## config.mk

```make
export PLATFORM = sky130hd
export DESIGN_NAME = contador_arbitro
export DESIGN_NICKNAME = d
export VERILOG_FILES = /design/src/rtl/contador_arbitro.sv
export SDC_FILE = /design/constraint.sdc
export NUM_CORES = 1
export LEC_CHECK = 0
export BUFFER_PORTS_ARGS = -buffer_cell sky130_fd_sc_hd__buf_2
export CORE_MARGIN = 3
export CORE_UTILIZATION = 45
export CTS_BUF_LIST = sky130_fd_sc_hd__clkbuf_2
export CTS_CLUSTER_DIAMETER = 40
export DETAILED_ROUTE_END_ITERATION = 7
export GPL_TIMING_DRIVEN = 0
export PLACE_DENSITY = 0.71
export RECOVER_POWER = 25
export SYNTH_ARGS = -nofsm -noshare
export SYNTH_HDL_FRONTEND = slang
export SYNTH_SLANG_ARGS = --single-unit
```

## constraint.sdc

```tcl
create_clock -name clk -period 2 [get_ports clk]
set_input_delay 0.4 -clock clk [delete_from_list [all_inputs] [get_ports clk]]
set_output_delay 0.4 -clock clk [all_outputs]
set_load 0.01 [all_outputs]
```

## src/rtl/contador_arbitro.sv

```systemverilog
// contador_arbitro
// Round-robin arbiter and sequencer for the shared WIDTH-bit ripple counter.
// It grants one of two requesters exclusive use of the counter, clears it,
// enables counting for the requested number of cycles, then pulses done.
//
// Ports:
//   clk        system clock (the counter advances on its falling edge)
//   clr        asynchronous active-high reset
//   req[1:0]   level request per requester
//   dur0/dur1  interval length per requester, sampled at grant
//   gnt[1:0]   one-hot owner, 0 when idle
//   done[1:0]  one-cycle completion pulse to the owner
//   abort      one-cycle pulse when the owner abandons its interval
//   busy       high whenever not idle
//   cnt_en     counter enable
//   cnt_clr_n  counter clear, active low
//   cnt_q      counter value

// Protocol checker; assertions only, no logic.
module contador_arbitro_chk (
  input logic       clk,
  input logic       clr,
  input logic [1:0] gnt,
  input logic [1:0] done,
  input logic       abort,
  input logic       busy,
  input logic       cnt_en,
  input logic       cnt_clr_n
);

  a_gnt_onehot : assert property (@(posedge clk) disable iff (clr)
    $onehot0(gnt));

  a_done_owner : assert property (@(posedge clk) disable iff (clr)
    (done != 2'b00) |-> (done == gnt));

  a_en_busy : assert property (@(posedge clk) disable iff (clr)
    cnt_en |-> (busy && cnt_clr_n));

  a_abort_idle : assert property (@(posedge clk) disable iff (clr)
    abort |-> !busy);

  a_idle_nognt : assert property (@(posedge clk) disable iff (clr)
    !busy |-> (gnt == 2'b00));

endmodule

module contador_arbitro #(
  parameter int WIDTH = 8
) (
  input  logic             clk,
  input  logic             clr,
  input  logic [1:0]       req,
  input  logic [WIDTH-1:0] dur0,
  input  logic [WIDTH-1:0] dur1,
  output logic [1:0]       gnt,
  output logic [1:0]       done,
  output logic             abort,
  output logic             busy,
  output logic             cnt_en,
  output logic             cnt_clr_n,
  input  logic [WIDTH-1:0] cnt_q
);

  typedef enum logic [1:0] {
    IDLE  = 2'd0,
    CLEAR = 2'd1,
    RUN   = 2'd2,
    DONE  = 2'd3
  } state_t;

  state_t           state_r;
  logic             last_r;     // most recently granted index, also the owner
  logic [WIDTH-1:0] dur_l_r;
  logic [1:0]       gnt_r;
  logic [1:0]       done_r;
  logic             abort_r;
  logic             busy_r;
  logic             cnt_en_r;
  logic             cnt_clr_n_r;

  logic             win_s;
  logic [WIDTH-1:0] win_dur_s;
  logic             owner_req_s;

  // Round-robin winner selection: on a tie the index other than last wins.
  always_comb begin
    win_s = last_r;
    case (req)
      2'b01:   win_s = 1'b0;
      2'b10:   win_s = 1'b1;
      2'b11:   win_s = ~last_r;
      default: win_s = last_r;
    endcase
    win_dur_s   = win_s ? dur1 : dur0;
    owner_req_s = req[last_r];
  end

  // Sequencer FSM; outputs are registered alongside the state they decode.
  always_ff @(posedge clk or posedge clr) begin
    if (clr) begin
      state_r     <= IDLE;
      last_r      <= 1'b1;
      dur_l_r     <= {WIDTH{1'b0}};
      gnt_r       <= 2'b00;
      done_r      <= 2'b00;
      abort_r     <= 1'b0;
      busy_r      <= 1'b0;
      cnt_en_r    <= 1'b0;
      cnt_clr_n_r <= 1'b0;  // hold the counter cleared while in reset
    end else begin
      done_r  <= 2'b00;
      abort_r <= 1'b0;
      case (state_r)
        IDLE: begin
          cnt_en_r <= 1'b0;
          if (req != 2'b00) begin
            state_r     <= CLEAR;
            last_r      <= win_s;
            dur_l_r     <= win_dur_s;
            gnt_r       <= win_s ? 2'b10 : 2'b01;
            busy_r      <= 1'b1;
            cnt_clr_n_r <= 1'b0;
          end else begin
            state_r     <= IDLE;
            gnt_r       <= 2'b00;
            busy_r      <= 1'b0;
            cnt_clr_n_r <= 1'b1;
          end
        end
        CLEAR: begin
          cnt_clr_n_r <= 1'b1;
          if (dur_l_r == {WIDTH{1'b0}}) begin
            // Zero-length interval: skip RUN, the counter is already 0.
            state_r  <= DONE;
            done_r   <= gnt_r;
            cnt_en_r <= 1'b0;
          end else begin
            state_r  <= RUN;
            cnt_en_r <= 1'b1;
          end
        end
        RUN: begin
          // Completion wins over a same-cycle request drop; >= tolerates overshoot.
          if (cnt_q >= dur_l_r) begin
            state_r  <= DONE;
            done_r   <= gnt_r;
            cnt_en_r <= 1'b0;
          end else if (!owner_req_s) begin
            state_r  <= IDLE;
            abort_r  <= 1'b1;
            gnt_r    <= 2'b00;
            busy_r   <= 1'b0;
            cnt_en_r <= 1'b0;
          end else begin
            state_r  <= RUN;
            cnt_en_r <= 1'b1;
          end
        end
        DONE: begin
          state_r     <= IDLE;
          gnt_r       <= 2'b00;
          busy_r      <= 1'b0;
          cnt_en_r    <= 1'b0;
          cnt_clr_n_r <= 1'b1;
        end
        default: begin
          state_r     <= IDLE;
          gnt_r       <= 2'b00;
          busy_r      <= 1'b0;
          cnt_en_r    <= 1'b0;
          cnt_clr_n_r <= 1'b1;
        end
      endcase
    end
  end

  assign gnt       = gnt_r;
  assign done      = done_r;
  assign abort     = abort_r;
  assign busy      = busy_r;
  assign cnt_en    = cnt_en_r;
  assign cnt_clr_n = cnt_clr_n_r;

  contador_arbitro_chk u_chk (
    .clk       (clk),
    .clr       (clr),
    .gnt       (gnt_r),
    .done      (done_r),
    .abort     (abort_r),
    .busy      (busy_r),
    .cnt_en    (cnt_en_r),
    .cnt_clr_n (cnt_clr_n_r)
  );

endmodule

```

[Yosys cells after proc, flatten, opt, wreduce, memory -nomap -nowiden]
Index checks and enable logic that the tools add are counted.
Cells by class
  mux-type cells: 30
  equal/unequal tests: 8
  order comparisons: 2
  reduce and logical (&&, ||, !) cells: 9
  bitwise operators: 1
Operator list (number)
  2-bit 2-to-1 mux: 8
  1-bit 2-to-1 mux: 14
  1-bit case mux with 3 select lines: 3
  2-bit == test, second input constant: 4
  8-bit greater-or-equal comparator: 1
  8-bit zero test: 1
  8-bit 2-to-1 mux: 1
  2-bit case mux with 4 select lines: 1
  2-bit case mux with 3 select lines: 1
  2-bit by 1-bit == test with 1-bit output, second input constant: 2
  2-bit inequality test, second input constant: 2
  2-bit case mux with 2 select lines: 1
  2-bit nonzero test: 2
  2-bit OR reduction: 2
  3-bit AND reduction: 1
  3-bit nonzero test: 1
  2-bit zero test: 1
  1-bit by 2-bit less-than comparator with 1-bit output, second input constant: 1
  1-bit case mux with 2 select lines: 1
  2-bit AND reduction: 1
  1-bit NOT: 1
Storage, ports and cells
  output and inout bits: 8
  logic and storage cells: 59
  flip-flop bits (word level): 19
  bits of input ports: 28

[Longest topological paths before layout]
Gate-level depths: netlist of the first run.
  depth after elaboration: 5
  depth in mapped cells: 6
  gate-level depth less buffers: 6

[Worst setup path before layout of the first run]
Ideal clock, no wire load.
  kind: input-to-reg
  start: input port cnt_q[2]
  end: register cnt_en_r, in the netlist cnt_en
  setup slack: 0.381 ns
  stages on the path: 5
  required time: 1.935 ns
  arrival time: 1.554 ns
  setup time: 0.065 ns
  buffers on the path: 0
  cell sequence: ha_1 a211oi_1 o21ai_1 a2111oi_0 o21a_1
Between the ends
  word-level cells in the longest chain between the ends: 3
RTL lines
  from (decl): RTL line 62  | input logic [WIDTH-1:0] cnt_q
  8-bit greater-or-equal comparator: RTL line 145  | if (cnt_q >= dur_l_r) begin
  1-bit 2-to-1 mux: RTL line 145
  1-bit case mux with 3 select lines: RTL line 114  | case (state_r)
  to (signal assigned): RTL line 116  | cnt_en_r <= 1'b0;
  to (signal assigned): RTL line 148  | cnt_en_r <= 1'b0;
  to (signal assigned): RTL line 154  | cnt_en_r <= 1'b0;
  to (decl): RTL line 79  | logic cnt_en_r;
No other way between the ends.
A chain may end at the register's enable or synchronous reset.

[Worst setup path in the final report of the first run]
  start: register state_r[1]
  end: register gnt_r[0], in the netlist gnt[0]
Between the ends
  word-level cells in the longest chain between the ends: 3
  elaborated cells between the ends (all ways): 8
  those cells by class: eq/ne (4); mux (1); reduce/logical (3)
RTL lines
  from (decl): RTL line 72  | state_t state_r;
  from (signal assigned): RTL line 102  | state_r <= IDLE;
  from (signal assigned): RTL line 118  | state_r <= CLEAR;
  from (signal assigned): RTL line 125  | state_r <= IDLE;
  2-bit == test or 2-bit zero test (tied branches): RTL line 114
  2-bit inequality test (no line) or 3-bit nonzero test (tied branches)
  3-bit AND reduction (no line)
  to (signal assigned): RTL line 121  | gnt_r <= win_s ? 2'b10 : 2'b01;
  to (decl): RTL line 75  | logic [1:0] gnt_r;
Several ways; a longest one is shown, not always the timed one.

==> flow_metrics.tcl, run 1 <==
set metrics [dict create \
    status "finished clean" \
    drt_wl_total_um 2510 \
    reg2reg_depth 6 \
    grt_usage_pct 16.9 \
    avgSynthCellArea_um2 9.45 \
    grt_overflow_total 0 \
    yosysTopAreaCell "dfrtp_1" \
    drv_slew 0 \
    drtAntennaViolNets 0 \
    report.power.total_mw 1.86 \
    tns_ps 0 \
    cp.required_ps 2260 \
    port_buffers 35 \
    clk_latency_ps 310 \
    fill_cells 211 \
    finalHoldViolCount 0 \
    drive_gt1_share_pct 29.9 \
    place_area_mm2 0.00139 \
    die_h_um 57.2 \
    synth.cell_area_mm2 0.00118 \
    post_drt_wl_per_cell_um 13.1 \
    synth_fp_nets 166 \
    internal_power_mw 1.02 \
    worstMarginPinSlew_ps 721 \
    gp_congestion 0.849 \
    path_clk_slew_ps 200 \
    p_switching_mw 0.838 \
    fp.dieW_um 57.2 \
    io_pins 36 \
    grt_max_degree 20 \
    core_mm2 0.00234 \
    clkSinkCount 19 \
    cts_max_path_buffers 2 \
    dpl.hpwl_um 2020 \
    rsz0062_at_grt "false" \
    combPwrFrac_pct 54.3 \
    yosys_warnings 0 \
    power_density_mw_per_mm2 1300 \
    vias 988 \
    first_pass_iters 4 \
    holdWs_ps 168 \
    slew_headroom_pct 51.9 \
    synth_cell_type_count 31 \
    min_path_type "in -> async" \
    finalInstanceArea_mm2 0.00143 \
    cts_hold_buf 0 \
    p_clk_share_pct 9.2 \
    path_class "reg -> reg" \
    synth.area.top_cells "dfrtp_1 (38%), ha_1 (14%), mux2i_1 (8.5%), inv_1 (4.8%), a21oi_1 (4.7%)" \
    seqPwrFrac_pct 36.5 \
    critPathLaunchType "flop" \
    placed_cells 188 \
    arrival_ps 2060 \
    drc 0 \
    place_ws_ps 169 \
    period_needed_ps 1810 \
    grt_pass1_vias 1004 \
    skew_ps 7.58 \
    power_leakage_nw 0.749 \
    finalCritPeriodShare_pct 90.3 \
    drv_cap 0 \
    setup_violations 0 \
    yosysSeqAreaShare_pct 40.4 \
    post_cts_resized 0 \
    nNetsFinal 206 \
    crit_fanout 6 \
    post-route-util_pct 61.1 \
    numCtsBuffers 3 \
    cts_tree "done" \
    dieArea_mm2 0.00328 \
    post-route-worst-setup-slack_ps 194 \
    vias_per_cell 5.15 \
    syn_to_final_growth_pct 21.0 \
    swShare_pct 45.1 \
    rows 17 \
    crit_path_end_kind "flop" \
    htree_levels 1 \
    post-cts-setup-buffers 0 \
    yosys_register_bits 19 \
    initial_core_util_pct 50.5 \
    fmax_ghz 0.554 \
    antennaDiodeCount 0 \
    stdcell_count 192 \
    drt_iter0_markers 24 \
    antenna_found_initial 0 \
    clock-root-buffer "clkbuf_2" \
    grt_pass1_wl_um 4310 \
    synth.top_cell.area_share_pct 38.1 \
    vdd_drop_max_uv 677 \
    synthCells 125 \
]
## synthesized netlist by cell type, drive strengths merged
| cell | n |
|---|---|
| nor4 | 1 |
| a2111oi | 3 |
| a211oi | 1 |
| nor2 | 6 |
| o31ai | 1 |
| inv | 16 |
| dfrtp | 18 |
| nand2 | 14 |
| or2 | 2 |
| nand4 | 2 |
| dfstp | 1 |
| a21boi | 1 |
| mux2i | 11 |
| o21ai | 12 |
| and3 | 1 |
| ha | 13 |
| o21a | 2 |
| a31oi | 1 |
| nor2b | 1 |
| nor3 | 4 |
| nand2b | 1 |
| a21oi | 12 |
| buf | 1 |
## power by group through the flow
stage	registers, mW	clock network [mW]	logic (mW)
finish	0.678	0.171	1.01
global route	0.707	0.196	1.14
CTS	0.677	0.176	0.993
detailed placement	0.688	0	0.989
global placement	0.682	0	0.946
floorplan	0.687	0	0.713
## state kept, by name, summed over array words and instances (netlist names)
name       cells
abort          1
busy           1
cnt_clr_n      1
cnt_en         1
done           2
dur_l_r        8
gnt            2
last_r         1
state_r        2
## final cells by class
type | count | area [um^2] | share of cell area [%]
flip-flops and latches | 19 | 477 | 33.4
repair buffers | 35 | 175 | 12.3
clock buffers | 3 | 15.0 | 1.05
plain buffers | 1 | 5.00 | 0.350
inverters | 16 | 60.1 | 4.20
clock inverters | 1 | 5.00 | 0.350
well taps | 28 | 35.0 | 2.45
multi-input cells | 89 | 657 | 46.0
## path summary, 6_finish.rpt
check | to | from | slack (ps)
min in group clk | dur_l_r[4]$_DFFE_PP0P_ | dur1[4] | 340
hold / removal | cnt_clr_n$_DFFE_PP0P_ | clr | 170
setup / recovery | gnt[0]$_DFFE_PP0P_ | state_r[1]$_DFF_PP0_ | 190
setup reg to reg | gnt[0]$_DFFE_PP0P_ | state_r[1]$_DFF_PP0_ | 190
max in group asynchronous | dur_l_r[5]$_DFFE_PP0P_ | clr | 1380
hold reg to reg | dur_l_r[4]$_DFFE_PP0P_ | dur_l_r[4]$_DFFE_PP0P_ | 520
## placed cells by master, fill, tap and decap left out, drive strengths merged, types with 2 or more instances in the layout
master,netlist,final
a2111oi,3,3
a21oi,12,12
buf,1,36
clkbuf,0,3
dfrtp,18,18
ha,13,13
inv,16,16
mux2i,11,11
nand2,14,14
nand4,2,2
nor2,6,6
nor3,4,4
o21a,2,2
o21ai,12,12
or2,2,2
## worst max-delay path: stages (launching register included)
cell       delay [ps]
dfrtp_1           500
inv_1              90
ha_1              240
or2_1             310
a2111oi_4         380
nor2_1             90
a21oi_1           140
## routing by layer
metal	global-route usage [%]	vias up	routed length (um)
met5	0	-	0
met4	5.30	0	12
met3	3.39	2	139
met2	28.9	22	1170
met1	21.3	447	1180
li1	-	517	-
## kinds of logic after synthesis
| kind of cell | count (synthesis) | share of synthesized area, % |
|---|---|---|
| flops | 19 | 40.4 |
| simple gates | 32 | 12.3 |
| buf+inv | 17 | 5.51 |
| mux | 11 | 10.4 |
| fa+ha+maj | 13 | 13.8 |
| compound gates | 33 | 17.7 |
Power figures use the tool's default switching activity.
==> inputs of run 2 (changes only) <==
BUFFER_PORTS_ARGS = -buffer_cell sky130_fd_sc_hd__clkbuf_2   (was -buffer_cell sky130_fd_sc_hd__buf_2)
GPL_TIMING_DRIVEN = not set   (was 0)
==> run 2 against run 1 <==
  * Clock-buffer cell count up 1
  * Highest routed layer unchanged
  * Non-clock buffer count down 1
  * Worst setup slack worse by 73 ps
  * Combinational power decreased by 4%
==> flow_metrics.tcl, run 2 (synthesized netlist as in run 1, its figures left out) <==
set metrics [dict create \
    path_class "reg -> reg" \
    syn_to_final_growth_pct 19.1 \
    finalCritPeriodShare_pct 94.0 \
    largest_register "dur_l_r" \
    crit_family "compound AO/OA/AOI/OAI gates" \
    grt_overflow_total 0 \
    crit_fanout 6 \
    vias_per_cell 5.19 \
    cp_cell_sequence "inv_1 > ha_1 > or2_1 > a2111oi_1 > nor2_1 > a21oi_1" \
    drt_iter0_markers 23 \
    post_cts_resized 0 \
    core_mm2 0.00234 \
    cts_max_path_buffers 2 \
    skew_ps 0.942 \
    path_clk_slew_ps 180 \
    grt_usage_pct 17.1 \
    status "finished clean" \
    critical_path.slowest_cell "dfrtp_1" \
    finalInstanceArea_mm2 0.00141 \
    post-route-util_pct 60.1 \
    clk_latency_ps 300 \
    post-cts-setup-buffers 0 \
    final_cell_mix "clkbuf_2 (39), dfrtp_1 (18), inv_1 (15), nand2_1 (14), ha_1 (13)" \
    initial_core_util_pct 50.5 \
    place_ws_ps 202 \
    cts_hold_buf 0 \
    gp_congestion 0.873 \
    cp_num_buf_inv 1 \
    drv_cap 0 \
    die_h_um 57.2 \
    use_met3_pct 2.26 \
    drive_gt1_share_pct 28.8 \
    nNetsFinal 205 \
    port_buffers 35 \
    numCtsBuffers 3 \
    critPathLaunchType "flop" \
    cp_slowest_stage_delay_ps 500 \
    drt_wl_total_um 2490 \
    rows 17 \
    htree_levels 1 \
    final_common_cell "clkbuf_2" \
    use_met2_pct 28.4 \
    drv_slew 0 \
    io_pins 36 \
    power_leakage_nw 0.746 \
    power_density_mw_per_mm2 1300 \
    tns_ps 0 \
    arrival_ps 2120 \
    dieArea_mm2 0.00328 \
    slew_headroom_pct 51.6 \
    min_path_type "in -> async" \
    clkSinkCount 19 \
    dpl.hpwl_um 1980 \
    post_drt_wl_per_cell_um 13.0 \
    clock-root-buffer "clkbuf_2" \
    fmax_ghz 0.532 \
    fill_cells 207 \
    drc 0 \
    grt_max_degree 20 \
    vdd_drop_max_uv 743 \
    r2r-end "gnt[1]$_DFFE_PP0P_" \
    fp.dieW_um 57.2 \
    rsz0062_at_grt "false" \
    finalHoldViolCount 0 \
    grt_pass1_vias 1065 \
    cts_tree "done" \
    antennaDiodeCount 0 \
    post-route-worst-setup-slack_ps 120 \
    top_usage_layer "met2" \
    grt_pass1_wl_um 4460 \
    antenna_found_initial 0 \
    place_area_mm2 0.00139 \
    period_needed_ps 1880 \
    reg2reg_slack_ps 120 \
    cp.required_ps 2250 \
    reg2reg_depth 6 \
    drtAntennaViolNets 0 \
    crit_path_end_kind "flop" \
    rr_startpoint "state_r[1]$_DFF_PP0_" \
    use_met1_pct 22.0 \
    largest_reg_flops 8 \
    vias 992 \
    first_pass_iters 4 \
    setup_violations 0 \
    worstMarginPinSlew_ps 725 \
]
[run 2: cell type report]
type	count	area, um^2	share of cell area (%)
Inverter	16	60.1	4.27
Multi-Input combinational cell	89	639	45.5
Sequential cell	19	477	33.9
Tap cell	28	35.0	2.49
Clock buffer	4	20.0	1.42
Timing Repair Buffer	35	175	12.5
[run 2: metal layers]
metal / wire, um / up-vias
met5: 0 / -
met1: 1140 / 452
met2: 1210 / 26
li1: - / 510
met4: 27 / 0
met3: 118 / 4
[run 2: power breakdown]
group          switching (mW)  total [mW]  internal, mW
clock network           0.117       0.170        0.0530
registers               0.133       0.686         0.554
logic                   0.562       0.967         0.405
total                   0.812        1.82          1.01
[run 2: worst max path at each step]
stage | startpoint | to | slack, ps | cells after the start
floorplan | cnt_q[2] | cnt_en$_DFF_PP0_ | 380 | 5
global placement | cnt_q[2] | cnt_en$_DFF_PP0_ | 240 | 6
detailed placement | state_r[1]$_DFF_PP0_ | gnt[1]$_DFFE_PP0P_ | 200 | 6
CTS | state_r[1]$_DFF_PP0_ | gnt[1]$_DFFE_PP0P_ | 150 | 6
global route | state_r[1]$_DFF_PP0_ | gnt[0]$_DFFE_PP0P_ | 8 | 6
finish | state_r[1]$_DFF_PP0_ | gnt[1]$_DFFE_PP0P_ | 120 | 6
[run 2: through the flow]
stage               power [mW]  hold WS [ps]  cells
global placement          1.62           485    187
floorplan                 1.40           350    125
detailed placement        1.66           505    187
finish                    1.82           165    191
CTS                       1.83           198    191
global route              2.02           211    191
==> inputs of run 3 (changes only) <==
BUFFER_PORTS_ARGS = -buffer_cell sky130_fd_sc_hd__buf_2   (was -buffer_cell sky130_fd_sc_hd__clkbuf_2)
==> run 3 against run 2 <==
  * Via count grew 1.1%
  * Global-route usage shrank 1.5 points
  * Sequential power is 0.6% lower
  * Clock-buffer cell count did not move
  * Worst hold slack better by 10 ps
  * Critical endpoint is now gnt[0]$_DFFE_PP0P_
==> flow_metrics.tcl, run 3 (synthesized netlist as in run 1, its figures left out) <==
set metrics [dict create \
    antennaDiodeCount 0 \
    grt_pass1_vias 961 \
    clock-root-buffer "clkbuf_2" \
    first_pass_iters 4 \
    tns_ps 0 \
    path_clk_slew_ps 180 \
    arrival_ps 2070 \
    grt_overflow_total 0 \
    power_leakage_nw 0.744 \
    dpl.hpwl_um 1960 \
    core_mm2 0.00234 \
    final_cell_mix "buf_2 (35), dfrtp_1 (18), inv_1 (15), nand2_1 (14), ha_1 (13)" \
    clk_latency_ps 300 \
    final_common_cell "buf_2" \
    regArea_um2 477 \
    fill_cells 226 \
    gp_congestion 0.872 \
    status "finished clean" \
    vias_per_cell 5.25 \
    dieArea_mm2 0.00328 \
    vias 1003 \
    multiInputGateArea_um2 644 \
    port_buffers 35 \
    p_clk_share_pct 9.5 \
    drtAntennaViolNets 0 \
    post-route-worst-setup-slack_ps 177 \
    nNetsFinal 205 \
    vdd_drop_max_uv 851 \
    numCtsBuffers 3 \
    cts_tree "done" \
    die_h_um 57.2 \
    period_needed_ps 1820 \
    htree_levels 1 \
    path_class "reg -> reg" \
    crit_fanout 6 \
    grt_usage_pct 15.7 \
    fp.dieW_um 57.2 \
    antenna_found_initial 0 \
    finalCritPeriodShare_pct 91.2 \
    drv_cap 0 \
    grt_max_degree 20 \
    combPwrFrac_pct 53.2 \
    top_usage_layer "met2" \
    critPathLaunchType "flop" \
    fmax_ghz 0.548 \
    internal_power_mw 1.01 \
    cp.required_ps 2250 \
    skew_ps 1.50 \
    initial_core_util_pct 50.5 \
    finalHoldViolCount 0 \
    crit_path_end_kind "flop" \
    seqPwrFrac_pct 37.4 \
    largest_reg_flops 8 \
    clkSinkCount 19 \
    use_met1_pct 20.8 \
    setup_violations 0 \
    io_pins 36 \
    drv_slew 0 \
    rows 17 \
    grt_pass1_wl_um 4050 \
    power_density_mw_per_mm2 1290 \
    largest_register "dur_l_r" \
    swShare_pct 44.4 \
    p_switching_mw 0.811 \
    drt_wl_total_um 2430 \
    post_drt_wl_per_cell_um 12.7 \
    cts_hold_buf 0 \
    worstMarginPinSlew_ps 722 \
    drc 0 \
    use_met3_pct 2.04 \
    place_ws_ps 173 \
    cts_max_path_buffers 2 \
    drt_iter0_markers 18 \
    min_path_type "in -> async" \
    use_met2_pct 26.1 \
    drive_gt1_share_pct 29.4 \
    slew_headroom_pct 51.8 \
    rsz0062_at_grt "false" \
    syn_to_final_growth_pct 19.5 \
]
run 3: repair_timing:
item	CTS	global route
buffers inserted	0	0
resized for setup	0	1
setup endpoints to repair	0	1
endpoints found under the hold margin	0	0
run 3: layout make-up:
type,count,area share (%)
Sequential cell,19,33.8
Timing Repair Buffer,35,12.4
Tap cell,28,2.48
Clock buffer,4,1.42
Inverter,16,4.26
Multi-Input combinational cell,89,45.7
run 3: power by group through the flow:
stage                     Clock [mW]  Combinational, mW  Sequential (mW)
after floorplan                    0              0.713            0.687
final                          0.173              0.970            0.682
after CTS                      0.176              0.974            0.681
after global routing           0.189               1.11            0.709
after global placement             0              0.937            0.685
after detailed placement           0              0.966            0.691
run 3: worst paths after layout:
check / cells past startpoint / endpoint / slack (ps) / from
max in group asynchronous: 2 / busy$_DFFE_PP0P_ / 1380 / clr
worst max register to register: 6 / gnt[0]$_DFFE_PP0P_ / 180 / state_r[1]$_DFF_PP0_
worst max-delay path: 6 / gnt[0]$_DFFE_PP0P_ / 180 / state_r[1]$_DFF_PP0_
min in group clk: 3 / dur_l_r[6]$_DFFE_PP0P_ / 350 / dur1[6]
worst min register to register: 2 / cnt_clr_n$_DFFE_PP0P_ / 530 / cnt_clr_n$_DFFE_PP0P_
worst min-delay path: 2 / done[1]$_DFF_PP0_ / 180 / clr
run 3: worst max-delay path, cell delays in order (launching register included):
cell and delay, ps:
dfrtp_1 490, inv_1 90, ha_1 240, or2_1 290, a2111oi_2 400, nor2_1 100, a21oi_1 150
run 3: metal layers:
| metal | part of all wire (%) | up-vias |
|---|---|---|
| met5 | 0 | - |
| li1 | - | 516 |
| met1 | 48 | 465 |
| met3 | 4.4 | 2 |
| met4 | 0.49 | 0 |
| met2 | 47 | 20 |
run 3: per-stage QoR:
step	area (um^2)	power (mW)	instances	hold WS (ps)	util, %
finish	1410	1.82	191	176	60.3
global route	1410	2.01	191	235	60.3
CTS	1410	1.83	191	207	60.1
detailed placement	1390	1.66	187	506	59.3
global placement	1390	1.62	187	482	59.3
floorplan	1180	1.40	125	350	-
